$ cat config.mk
export PLATFORM = sky130hd
export DESIGN_NAME = ifid_fetch_stage
export DESIGN_NICKNAME = d
export VERILOG_FILES = /design/src/rtl/ifid_fetch_stage_pkg.sv /design/src/rtl/ifid_fetch_stage_hazard.sv /design/src/rtl/ifid_fetch_stage.sv
export SDC_FILE = /design/constraint.sdc
export NUM_CORES = 1
export LEC_CHECK = 0
export ABC_CLOCK_PERIOD_IN_PS = 2100
export BUFFER_PORTS_ARGS = -buffer_cell sky130_fd_sc_hd__buf_4
export CAP_MARGIN = 15
export CORE_ASPECT_RATIO = 1.2
export CORE_MARGIN = 2
export CORE_UTILIZATION = 45
export DETAILED_ROUTE_END_ITERATION = 12
export GPL_TIMING_DRIVEN = 0
export PLACE_DENSITY = 0.77
export SYNTH_ARGS = -nofsm -noshare
export SYNTH_HDL_FRONTEND = slang
export SYNTH_SLANG_ARGS = --single-unit
$ cat constraint.sdc
create_clock -name Clk -period 2.1 [get_ports Clk]
set_clock_uncertainty 0.05 [all_clocks]
set_input_delay 0.105 -clock Clk [delete_from_list [all_inputs] [get_ports Clk]]
set_output_delay 0.105 -clock Clk [all_outputs]
set_load 0.05 [all_outputs]
$ cat src/rtl/ifid_fetch_stage_pkg.sv
// Shared IF/ID constants and helpers; decode and forwarding logic reuse the
// instruction field positions and the hard-wired zero register defined here.
package ifid_fetch_stage_pkg;

    localparam logic [31:0] NOP_INSTR = 32'h0000_0000;

    localparam int RS_MSB = 25;
    localparam int RS_LSB = 21;
    localparam int RT_MSB = 20;
    localparam int RT_LSB = 16;

    localparam logic [4:0] REG_ZERO = 5'd0;

    // Number of source-register fields a dependent instruction can read.
    localparam int NUM_SRC = 2;

    typedef enum logic [1:0] {
        UPD_NORMAL,
        UPD_HOLD,
        UPD_BRANCH
    } upd_e;

    function automatic logic [15:0] sat_inc16(input logic [15:0] v);
        return (v == 16'hFFFF) ? v : v + 16'd1;
    endfunction

endpackage

$ cat src/rtl/ifid_fetch_stage_hazard.sv
// Load-use hazard detector: flags when the load in EX writes a register that
// the instruction sitting in IF/ID reads as rs or rt. Purely combinational.
module load_use_hazard_unit
    import ifid_fetch_stage_pkg::*;
(
    input  logic       ifid_valid,
    input  logic [4:0] ifid_rs,
    input  logic [4:0] ifid_rt,
    input  logic       idex_mem_read,
    input  logic [4:0] idex_write_reg,
    output logic       hazard_bubble
);

    logic [NUM_SRC-1:0][4:0] src;
    logic [NUM_SRC-1:0]      src_match;

    assign src[0] = ifid_rs;
    assign src[1] = ifid_rt;

    for (genvar s = 0; s < NUM_SRC; s++) begin : g_src
        assign src_match[s] = (src[s] == idex_write_reg);
    end

    // $0 is hard-wired, so a load targeting it never produces a dependency.
    assign hazard_bubble = ifid_valid & idex_mem_read
                         & (idex_write_reg != REG_ZERO) & (|src_match);

endmodule

$ cat src/rtl/ifid_fetch_stage.sv
// Instruction fetch stage with IF/ID pipeline register and load-use stall.
// Optional: define IFID_STALL_COUNT_EN to add a saturating Stall_Count output.
module ifid_fetch_stage
    import ifid_fetch_stage_pkg::*;
#(
    parameter logic [31:0] RESET_PC = 32'h0000_0000,
    parameter int unsigned PC_STEP  = 4
) (
    input  logic        Clk,
    input  logic        Reset,
    output logic [31:0] IMem_Addr,
    input  logic [31:0] IMem_Data,
    input  logic        Ext_Stall,
    input  logic        Branch_Taken,
    input  logic [31:0] Branch_Target,
    input  logic        IDEX_MemRead,
    input  logic [4:0]  IDEX_WriteReg,
    output logic [31:0] IFID_Instruction,
    output logic [31:0] IFID_PC4,
    output logic        IFID_Valid,
    output logic        Hazard_Bubble
`ifdef IFID_STALL_COUNT_EN
    ,
    output logic [15:0] Stall_Count
`endif
);

    localparam logic [31:0] STEP = 32'(PC_STEP);

    logic [31:0] pc;
    logic [31:0] pc_plus;
    logic        hold;
    upd_e        upd;

    // Targets are word aligned; the low bits of the redirect are dropped.
    logic unused_target_lsbs;
    assign unused_target_lsbs = &{1'b0, Branch_Target[1:0]};

    assign IMem_Addr = pc;
    assign pc_plus   = pc + STEP;

    load_use_hazard_unit u_hazard (
        .ifid_valid     (IFID_Valid),
        .ifid_rs        (IFID_Instruction[RS_MSB:RS_LSB]),
        .ifid_rt        (IFID_Instruction[RT_MSB:RT_LSB]),
        .idex_mem_read  (IDEX_MemRead),
        .idex_write_reg (IDEX_WriteReg),
        .hazard_bubble  (Hazard_Bubble)
    );

    assign hold = Hazard_Bubble | Ext_Stall;

    // A redirect squashes whatever is stalled, so it outranks hold.
    always_comb begin
        upd = UPD_NORMAL;
        if (Branch_Taken)
            upd = UPD_BRANCH;
        else if (hold)
            upd = UPD_HOLD;
    end

    always_ff @(posedge Clk) begin
        if (Reset) begin
            pc               <= RESET_PC;
            IFID_Instruction <= NOP_INSTR;
            IFID_PC4         <= 32'h0;
            IFID_Valid       <= 1'b0;
        end else begin
            case (upd)
                UPD_BRANCH: begin
                    pc               <= {Branch_Target[31:2], 2'b00};
                    IFID_Instruction <= NOP_INSTR;
                    IFID_PC4         <= 32'h0;
                    IFID_Valid       <= 1'b0;
                end
                UPD_NORMAL: begin
                    pc               <= pc_plus;
                    IFID_Instruction <= IMem_Data;
                    IFID_PC4         <= pc_plus;
                    IFID_Valid       <= 1'b1;
                end
                default: ;
            endcase
        end
    end

`ifdef IFID_STALL_COUNT_EN
    always_ff @(posedge Clk) begin
        if (Reset)
            Stall_Count <= 16'h0;
        else if (upd == UPD_HOLD)
            Stall_Count <= sat_inc16(Stall_Count);
    end
`endif

endmodule

==> results of run 1 <==
-- flip-flops by register name, indices dropped and copies added, names as in the netlist --
register	flops
IFID_PC4	31
IMem_Addr	30
IFID_Valid	1
IFID_Instruction	32
-- kinds of logic after synthesis --
kind of cell | Yosys count
AO/OA/AOI/OAI | 96
XOR/XNOR | 66
adder cells (fa/ha/maj) | 1
buffers and inverters | 47
flip-flops | 94
multiplexers | 35
other | 1
AND/OR/NAND/NOR | 146
-- placed cells by master (no fill, tap or decap), types with 12 or more instances in the layout --
master | Yosys | final
buf_4 | 7 | 186
nor2_1 | 97 | 95
dfxtp_1 | 94 | 63
dlygate4sd3_1 | 0 | 57
a211oi_1 | 54 | 52
xnor2_1 | 50 | 49
mux2i_1 | 35 | 35
dfxtp_2 | 0 | 26
clkbuf_1 | 17 | 17
xor2_1 | 16 | 16
a211oi_2 | 12 | 14
nand2_1 | 13 | 12
-- metrics by stage --
| step | setup WS, ns | hold slack, ns | setup TNS [ns] |
|---|---|---|---|
| 2_1_floorplan | 0.00135 | 0.156 | 0 |
| 3_3_place_gp | -0.121 | 0.288 | -5.43 |
| 3_5_place_dp | -0.184 | 0.299 | -8.25 |
| 4_1_cts | -0.0175 | 0.00327 | -0.0175 |
| 5_1_grt | -0.0144 | 0.0168 | -0.0283 |
| 6_report | 0.0834 | 0.00954 | 0 |
-- worst paths after layout --
kind	to	slack [ns]	from	cells past startpoint
max	IMem_Addr[30]$_SDFFE_PP0P_	0.08	IMem_Addr[13]$_SDFFE_PP0P_	8
min	IMem_Addr[5]$_SDFFE_PP0P_	0.01	Branch_Target[5]	3
max reg2reg	IMem_Addr[30]$_SDFFE_PP0P_	0.08	IMem_Addr[13]$_SDFFE_PP0P_	8
min reg2reg	IFID_Valid$_SDFFE_PP0P_	0.44	IFID_Valid$_SDFFE_PP0P_	2
-- cell usage after synthesis (2+ instances only) --
library cell   n  area (um2)
o22ai_1        2        12.5
o21bai_1       5        37.5
nand4_2        2        25.0
and4_1         2        17.5
nor2_1        97         364
and3_1         2        12.5
nand3_1       12        60.1
buf_1          4        15.0
nand4_1        5        31.3
a211oi_2      12         150
a2111oi_4      5         138
a211oi_1      54         405
buf_2          6        30.0
nand2_1       13        48.8
a21oi_1        9        45.0
buf_6          3        33.8
mux2i_1       35         350
clkbuf_1      17        63.8
dfxtp_1       94        1880
a2111oi_2      4        60.1
xor2_1        16         140
buf_4          7        52.6
inv_1          8        30.0
xnor2_1       50         438
nand3_2        2        20.0
-- worst max-delay path, cell delays in order (launching register included) --
cell	delay, ns
dfxtp_2	0.39
nand4_1	0.13
buf_6	0.15
nor4_4	0.21
buf_6	0.16
nand4_4	0.14
a2111oi_4	0.41
xnor2_1	0.17
a21oi_1	0.08
-- per-layer routing --
| metal | up-vias | wire length, um | global-route usage, % |
|---|---|---|---|
| met5 | - | 0 | 0 |
| met4 | 0 | 376 | 11.2 |
| met3 | 34 | 711 | 3.34 |
| met2 | 154 | 7840 | 47.1 |
| met1 | 2146 | 6040 | 32.3 |
| li1 | 2210 | - | - |
-- final cells by class --
class                   instances  area [um2]
repair buffers                238        1940
well taps                     126         158
inverters                       9        33.8
clock inverters                 7        97.6
flip-flops and latches         94        1930
fillers                       737        2760
clock buffers                   9         225
multi-input cells             346        2650
plain buffers                  37         209
-- power by group through the flow --
stage	sequential (mW)	combinational (mW)	clock, mW
after floorplan	2.29	0.326	0
after global placement	2.01	0.937	0
after detailed placement	2.01	0.948	0
after CTS	1.97	1.05	1.79
after global routing	2.00	1.12	1.86
final	1.99	1.06	1.78
-- repair_timing --
item                                    CTS  global route
hold buffers                             57             0
endpoints found under the setup margin   23            64
setup buffers                             5             9
gates resized for setup                   9            16
endpoints found under the hold margin    56             0
pin swaps                                 4            10
==> flow_metrics.py, run 1 <==
metrics = {
    "status": {
        "status": "completed",
    },
    "yosys": {
        "yosys.cell_types.count": 45,
        "synth_top_family_by_area": "compound AO/OA/AOI/OAI gates",
        "synth_fa_ha_area_share_pct": 0.270,
        "synth.area.mux_share_pct": 7.55,
        "async_flop_share_pct": 0,
        "ys_warn_count": 0,
        "yosys.area_share.xor_xnor_pct": 12.5,
        "synth-edff-count": 0,
        "synth-main-ff-cell": "dfxtp_1",
        "synth_seq_area_share_pct": 40.6,
        "syn-cell-area_um2": 4640,
        "synthCells": 486,
        "synth-simple-area-share_pct": 14.9,
        "synth_seq_cells": 94,
        "syn_area_per_cell_um2": 9.55,
        "synth_compound_area_share_pct": 19.2,
    },
    "route": {
        "wire_per_inst_um": 17.3,
        "wl_um": 15000,
        "final_antenna_net_count": 0,
        "drtPass1Iterations": 4,
        "drtIter0Drc": 255,
        "viasPerCell": 5.25,
        "routed-via-count": 4544,
        "drc": 0,
    },
    "power": {
        "power.share.switching_pct": 30.5,
        "p_clk_share_pct": 36.9,
        "combPwrFrac_pct": 21.9,
        "p_sw_mw": 1.47,
        "power_per_cell_area_nw_per_um2": 666,
        "peakVddDrop_uv": 476,
        "leakagePower_nw": 3.00,
        "seqPwrFrac_pct": 41.2,
        "power_mw": 4.82,
        "p_int_mw": 3.35,
    },
    "place": {
        "port-buffer-count": 167,
        "dp_hpwl_um": 10100,
        "finalWeightedCongestion": 0.866,
        "dp_cells": 780,
        "placed_cell_area_um2": 6130,
    },
    "sta": {
        "finalCriticalPeriod_ns": 2.02,
        "period_share_pct": 96.0,
        "worstMarginPinSlew_ns": 0.915,
        "max_slew_margin_pct": 39.0,
        "fmax_ghz": 0.496,
        "setup_viol": 0,
        "drv_slew": 0,
        "finalHoldViolCount": 0,
    },
    "clock_tree": {
        "tritoncts": "done",
        "htree_num_levels": 3,
        "insertion_delay_ns": 0.35,
        "cts.clk_slew.worst_paths_ns": 0.07,
        "clockRootBuffer": "clkbuf_16",
        "clock_sinks": 94,
        "cts_buffers": 9,
        "clk_path_buf_depth": 2,
    },
    "global_route": {
        "grt_pass1_vias": 4569,
        "grt.total_usage_pct": 26.4,
        "grt_pass1_wl_um": 23400,
        "antenna_found_initial": 0,
        "grt_max_degree": 17,
        "grt-ovfl-total": 0,
    },
    "critical_path": {
        "cp-start-kind": "register",
        "cp.arrival_ns": 2.19,
        "endpoint_kind": "register",
        "required_ns": 2.27,
        "setup.worst_path.class": "register to register",
        "cp_max_fo": 5,
    },
    "floorplan": {
        "io_pins": 172,
        "row_count": 40,
        "start_util_pct": 46.4,
        "die_w_um": 96.7,
        "core_area_um2": 10000,
        "chipHeight_um": 115,
        "die_area_um2": 11100,
    },
    "final_layout": {
        "utilization_pct": 72.4,
        "design_area_um2": 7250,
        "syn2layout_area_growth_pct": 56.2,
        "drive_gt1_share_pct": 39.1,
        "instances_no_fill": 866,
        "layout.nets": 810,
        "diodes": 0,
    },
    "run": {
        "maxCapViolCount": 0,
    },
    "hold_path": {
        "min_path_type": "input pin to register",
    },
}
Power figures use the tool's default switching activity.
==> run 2: changes to the inputs <==
Settings changed: CORE_MARGIN 2 to 3.
==> run 2 against run 1 <==
The run now ends with negative hold slack left; core utilization up 0.38 points; wire length shrank 1.3%; die area rose by 3.8%; count of clock-buffer cells in the layout grew 1; highest routed layer unchanged; worst setup slack got worse by 0.042 ns; fmax fell by 2.0%; cell count down 1.2%; combinational power barely moved; first-iteration DRC count decreased by 5.1%.
==> flow_metrics.py, run 2 (same netlist as run 1, synthesis figures left out) <==
metrics = {
    "floorplan": {
        "die_w_um": 98.7,
        "die_area_um2": 11600,
        "core_area_um2": 9810,
        "row_count": 39,
        "chipHeight_um": 117,
        "start_util_pct": 47.3,
        "io_pins": 172,
    },
    "clock_tree": {
        "tritoncts": "done",
        "clk_path_buf_depth": 2,
        "insertion_delay_ns": 0.34,
        "cts_buffers": 9,
        "htree_num_levels": 3,
        "clock_sinks": 94,
        "cts.clk_slew.worst_paths_ns": 0.07,
        "clockRootBuffer": "clkbuf_16",
    },
    "final_layout": {
        "diodes": 0,
        "regArea_um2": 1930,
        "syn2layout_area_growth_pct": 53.8,
        "design_area_um2": 7140,
        "multiInputGateArea_um2": 2640,
        "drive_gt1_share_pct": 39.0,
        "n_fill_cell": 722,
        "mostFrequentLayoutCell": "buf_4",
        "largest_reg_flops": 32,
        "regMostFlops": "IFID_Instruction",
        "layout.nets": 803,
        "mostFrequentLayoutCells": "184 x buf_4, 95 x nor2_1, 63 x dfxtp_1",
    },
    "sta": {
        "finalCriticalPeriod_ns": 2.06,
        "max_slew_margin_pct": 36.1,
        "holdWs_ns": -0.00179,
        "worstMarginPinSlew_ns": 0.958,
        "fmax_ghz": 0.486,
        "setup_viol": 0,
        "drv_slew": 0,
        "period_share_pct": 98.0,
        "finalHoldViolCount": 1,
        "rsz0062_at_grt": "yes",
    },
    "route": {
        "drtIter0Drc": 242,
        "viasPerCell": 5.30,
        "drc": 0,
        "final_antenna_net_count": 0,
        "wl_um": 14800,
        "routed-via-count": 4533,
        "wire_per_inst_um": 17.3,
        "drtPass1Iterations": 4,
    },
    "status": {
        "failed_checks": "negative hold slack",
        "status": "complete, but fails checks",
    },
    "critical_path": {
        "required_ns": 2.32,
        "endpoint_kind": "register",
        "setup.worst_path.class": "register to register",
        "cp-start-kind": "register",
        "cp_max_fo": 6,
        "cp.arrival_ns": 2.28,
    },
    "power": {
        "p_int_mw": 3.22,
        "power_mw": 4.67,
        "power.share.switching_pct": 31.1,
        "power_per_cell_area_nw_per_um2": 654,
        "p_sw_mw": 1.45,
        "seqPwrFrac_pct": 42.4,
        "p_clk_share_pct": 35.0,
        "peakVddDrop_uv": 347,
        "leakagePower_nw": 2.93,
        "combPwrFrac_pct": 22.5,
    },
    "place": {
        "placed_cell_area_um2": 6130,
        "port-buffer-count": 167,
        "finalWeightedCongestion": 0.848,
        "dp_hpwl_um": 10200,
    },
    "hold_path": {
        "min_path_type": "input pin to register",
    },
    "global_route": {
        "antenna_found_initial": 0,
        "grt_pass1_wl_um": 23000,
        "grt_max_degree": 16,
        "grt.total_usage_pct": 24.9,
        "grt_pass1_vias": 4514,
        "grt-ovfl-total": 0,
    },
    "run": {
        "maxCapViolCount": 0,
    },
}
==> run 2: cell types whose count changed in the layout (fill, tap and decap cells not counted), sizes merged <==
cell,previous run,this run
clkinv,4,3
inv,10,9
clkbuf,28,32
bufinv,2,1
buf,199,193
dlygate4sd3,57,53
clkinvlp,0,2
==> run 2: repair_timing <==
action,in CTS,in global routing
setup endpoints to repair,22,79
gates cloned,0,0
hold endpoints to repair,52,0
gates resized for setup,7,17
hold buffers,53,0
buffers inserted,4,6
pin swaps,4,5
==> run 2: worst max-delay path, cell delays in order, from the launching register on <==
cell and delay, ns:
dfxtp_4 0.35, clkbuf_8 0.15, nand4_1 0.07, buf_4 0.17
nor4_4 0.25, buf_4 0.20, nand3_2 0.16, a2111oi_4 0.24
xnor2_1 0.12, a211oi_2 0.21
==> run 2: cell type report <==
class | count | area share (%)
Buffer | 38 | 3.21
Clock buffer | 10 | 3.21
Clock inverter | 6 | 0.877
Inverter | 9 | 0.473
Multi-Input combinational cell | 346 | 36.9
Sequential cell | 94 | 27.1
Tap cell | 123 | 2.16
Timing Repair Buffer | 230 | 26.1
==> run 2: worst paths after layout <==
kind / start / depth (start not counted) / slack (ns) / to
max reg2reg: IMem_Addr[10]$_SDFFE_PP0P_ / 9 / 0.04 / IMem_Addr[31]$_SDFFE_PP0P_
min reg2reg: IFID_PC4[16]$_SDFFE_PP0P_ / 2 / 0.45 / IFID_PC4[16]$_SDFFE_PP0P_
min: Branch_Target[25] / 3 / -0.002 / IMem_Addr[25]$_SDFFE_PP0P_
max: IMem_Addr[10]$_SDFFE_PP0P_ / 9 / 0.04 / IMem_Addr[31]$_SDFFE_PP0P_
==> run 2: through the flow <==
| stage | utilization [%] | TNS [ns] | worst slack, ns | std cells |
|---|---|---|---|---|
| CTS | 71.5 | 0 | 0.000519 | 850 |
| detailed placement | 62.5 | -8.40 | -0.163 | 777 |
| global route | 72.8 | -0.223 | -0.0478 | 856 |
| global placement | 62.5 | -4.80 | -0.144 | 777 |
| floorplan | - | 0 | 0.00135 | 487 |
| finish | 72.8 | 0 | 0.0417 | 856 |
==> run 2: metal layers <==
metal  up-vias  track usage [%]  part of all wire, %
met4         0             11.4                  3.4
met3        34             4.39                  5.0
li1       2192                -                    -
met5         -                0                    0
met2       167             43.4                   50
met1      2140             30.2                   42
==> run 2: power groups by stage <==
stage               Sequential (mW)  Combinational [mW]  Clock [mW]
floorplan                      2.29               0.326           0
global placement               2.01               0.937           0
detailed placement             2.01               0.949           0
CTS                            1.97                1.04        1.64
global route                   1.99                1.11        1.73
finish                         1.98                1.05        1.64
==> run 3: changes to the inputs <==
Settings changed: ABC_CLOCK_PERIOD_IN_PS 2100 to 1800.
Clock period 2.1 ns to 1.8 ns, I/O delays scaled along.
==> run 3 against run 2 <==
The flow finishes with violations (negative hold slack, negative setup slack); power grew 22%; core utilization grew 9.6 points; die area is the same; first-iteration DRC count grew 100%; largest cell class unchanged; cell count grew 6.4%.
==> flow_metrics.py, run 3 (same netlist as run 1, synthesis figures left out) <==
metrics = {
    "power": {
        "power_per_cell_area_nw_per_um2": 703,
        "peakVddDrop_uv": 663,
        "leakagePower_nw": 3.33,
    },
    "place": {
        "port-buffer-count": 167,
        "dp_hpwl_um": 10400,
        "dp_cells": 777,
        "finalWeightedCongestion": 0.856,
    },
    "global_route": {
        "grt-ovfl-total": 0,
        "grt.total_usage_pct": 29.3,
        "grt_pass1_vias": 5192,
        "grt_max_degree": 16,
        "antenna_found_initial": 0,
        "grt_pass1_wl_um": 26800,
    },
    "status": {
        "status": "complete, but fails checks",
        "failed_checks": "negative hold slack, negative setup slack",
    },
    "critical_path": {
        "required_ns": 1.94,
        "cp_max_fo": 5,
        "endpoint_kind": "register",
        "cp.arrival_ns": 2.15,
        "cp-start-kind": "register",
        "setup.worst_path.class": "register to register",
    },
    "sta": {
        "holdWs_ns": -0.00216,
        "period_share_pct": 112,
        "fmax_ghz": 0.497,
        "worstMarginPinSlew_ns": 1.01,
        "finalCriticalPeriod_ns": 2.01,
        "setup_viol": 37,
        "drv_slew": 0,
        "finalHoldViolCount": 1,
        "max_slew_margin_pct": 32.5,
        "rsz0062_at_grt": "yes",
        "setup_ws_ns": -0.214,
    },
    "final_layout": {
        "syn2layout_area_growth_pct": 74.0,
        "drive_gt1_share_pct": 48.0,
        "diodes": 0,
        "mostFrequentLayoutCell": "buf_4",
        "regMostFlops": "IFID_Instruction",
        "largest_reg_flops": 32,
        "layout.nets": 858,
        "mostFrequentLayoutCells": "219 x buf_4, 90 x nor2_1, 61 x dfxtp_1",
        "instances_no_fill": 911,
    },
    "floorplan": {
        "core_area_um2": 9810,
        "die_area_um2": 11600,
        "io_pins": 172,
        "die_w_um": 98.7,
        "chipHeight_um": 117,
        "row_count": 39,
        "start_util_pct": 47.3,
    },
    "clock_tree": {
        "insertion_delay_ns": 0.35,
        "cts_buffers": 9,
        "clock_sinks": 94,
        "clockRootBuffer": "clkbuf_16",
        "cts.clk_slew.worst_paths_ns": 0.07,
        "clk_path_buf_depth": 2,
        "tritoncts": "done",
        "htree_num_levels": 3,
    },
    "route": {
        "wl_um": 19300,
        "drc": 0,
        "wire_per_inst_um": 21.2,
        "final_antenna_net_count": 0,
        "routed-via-count": 5289,
        "viasPerCell": 5.81,
        "drtIter0Drc": 490,
        "drtPass1Iterations": 7,
    },
    "run": {
        "maxCapViolCount": 0,
    },
    "hold_path": {
        "min_path_type": "input pin to register",
    },
}
## run 3: cell count changes in the layout (fill, tap and decap cells not counted), moves of 8 or more
cell and delta:
xnor2_2 +9, xnor2_1 -10, buf_4 +35, dfxtp_4 +20
a211oi_1 -9, dfxtp_2 -18, buf_6 +11, nand3_1 -8
## run 3: power by group
group	switching (mW)	internal, mW	leakage [nW]
clock	0.859	1.07	0.134
sequential	0.127	2.17	0.790
combinational	0.852	0.594	2.40
## run 3: layout make-up
cell class	instances	area, um2
clock inverter	6	62.6
buffer	35	241
clock buffer	10	229
multi-input combinational	346	2960
inverter	9	33.8
sequential	94	1990
tap	123	154
fill	496	1730
timing repair buffer	288	2400
## run 3: through the flow
stage          setup slack (ns)  utilization, %  TNS [ns]  power, mW  area [um2]
5_1_grt                  -0.271            82.3     -6.64       5.77        8070
4_1_cts                 -0.0839            79.6     -2.01       5.52        7810
2_1_floorplan            -0.223               -     -3.06       3.06        4850
6_report                 -0.214            82.3     -2.69       5.67        8070
3_3_place_gp             -0.355            63.8    -24.81       3.44        6250
3_5_place_dp             -0.412            63.8    -29.19       3.46        6250
## run 3: metal layers
metal / GRT usage (%) / vias up / part of all wire, %
li1: - / 2294 / -
met1: 33.4 / 2482 / 36
met2: 51.6 / 402 / 50
met3: 4.33 / 111 / 8.2
met4: 18.9 / 0 / 6.1
met5: 0 / - / 0
## run 3: final timing paths
check / startpoint / endpoint / slack (ns) / cells past startpoint
setup / recovery: IMem_Addr[2]$_SDFFE_PP0P_ / IMem_Addr[16]$_SDFFE_PP0P_ / -0.21 / 8
hold reg to reg: IFID_Instruction[1]$_SDFFE_PP0P_ / IFID_Instruction[1]$_SDFFE_PP0P_ / 0.45 / 2
setup reg to reg: IMem_Addr[2]$_SDFFE_PP0P_ / IMem_Addr[16]$_SDFFE_PP0P_ / -0.21 / 8
hold / removal: Branch_Target[31] / IMem_Addr[31]$_SDFFE_PP0P_ / -0.002 / 3
## run 3: critical path, stage by stage, from the launching register on
cell	delay, ns
dfxtp_4	0.40
ha_4	0.16
nand3_4	0.11
nor2_4	0.25
buf_4	0.17
nand3_2	0.10
a211oi_2	0.27
xnor2_1	0.19
a21oi_1	0.15
## run 3: repair_timing
action	CTS	global route
hold buffers	60	0
gates cloned	1	0
gates resized for setup	53	48
buffers inserted	53	7
hold endpoints to repair	60	0
pin swaps	39	43
setup endpoints to repair	83	94
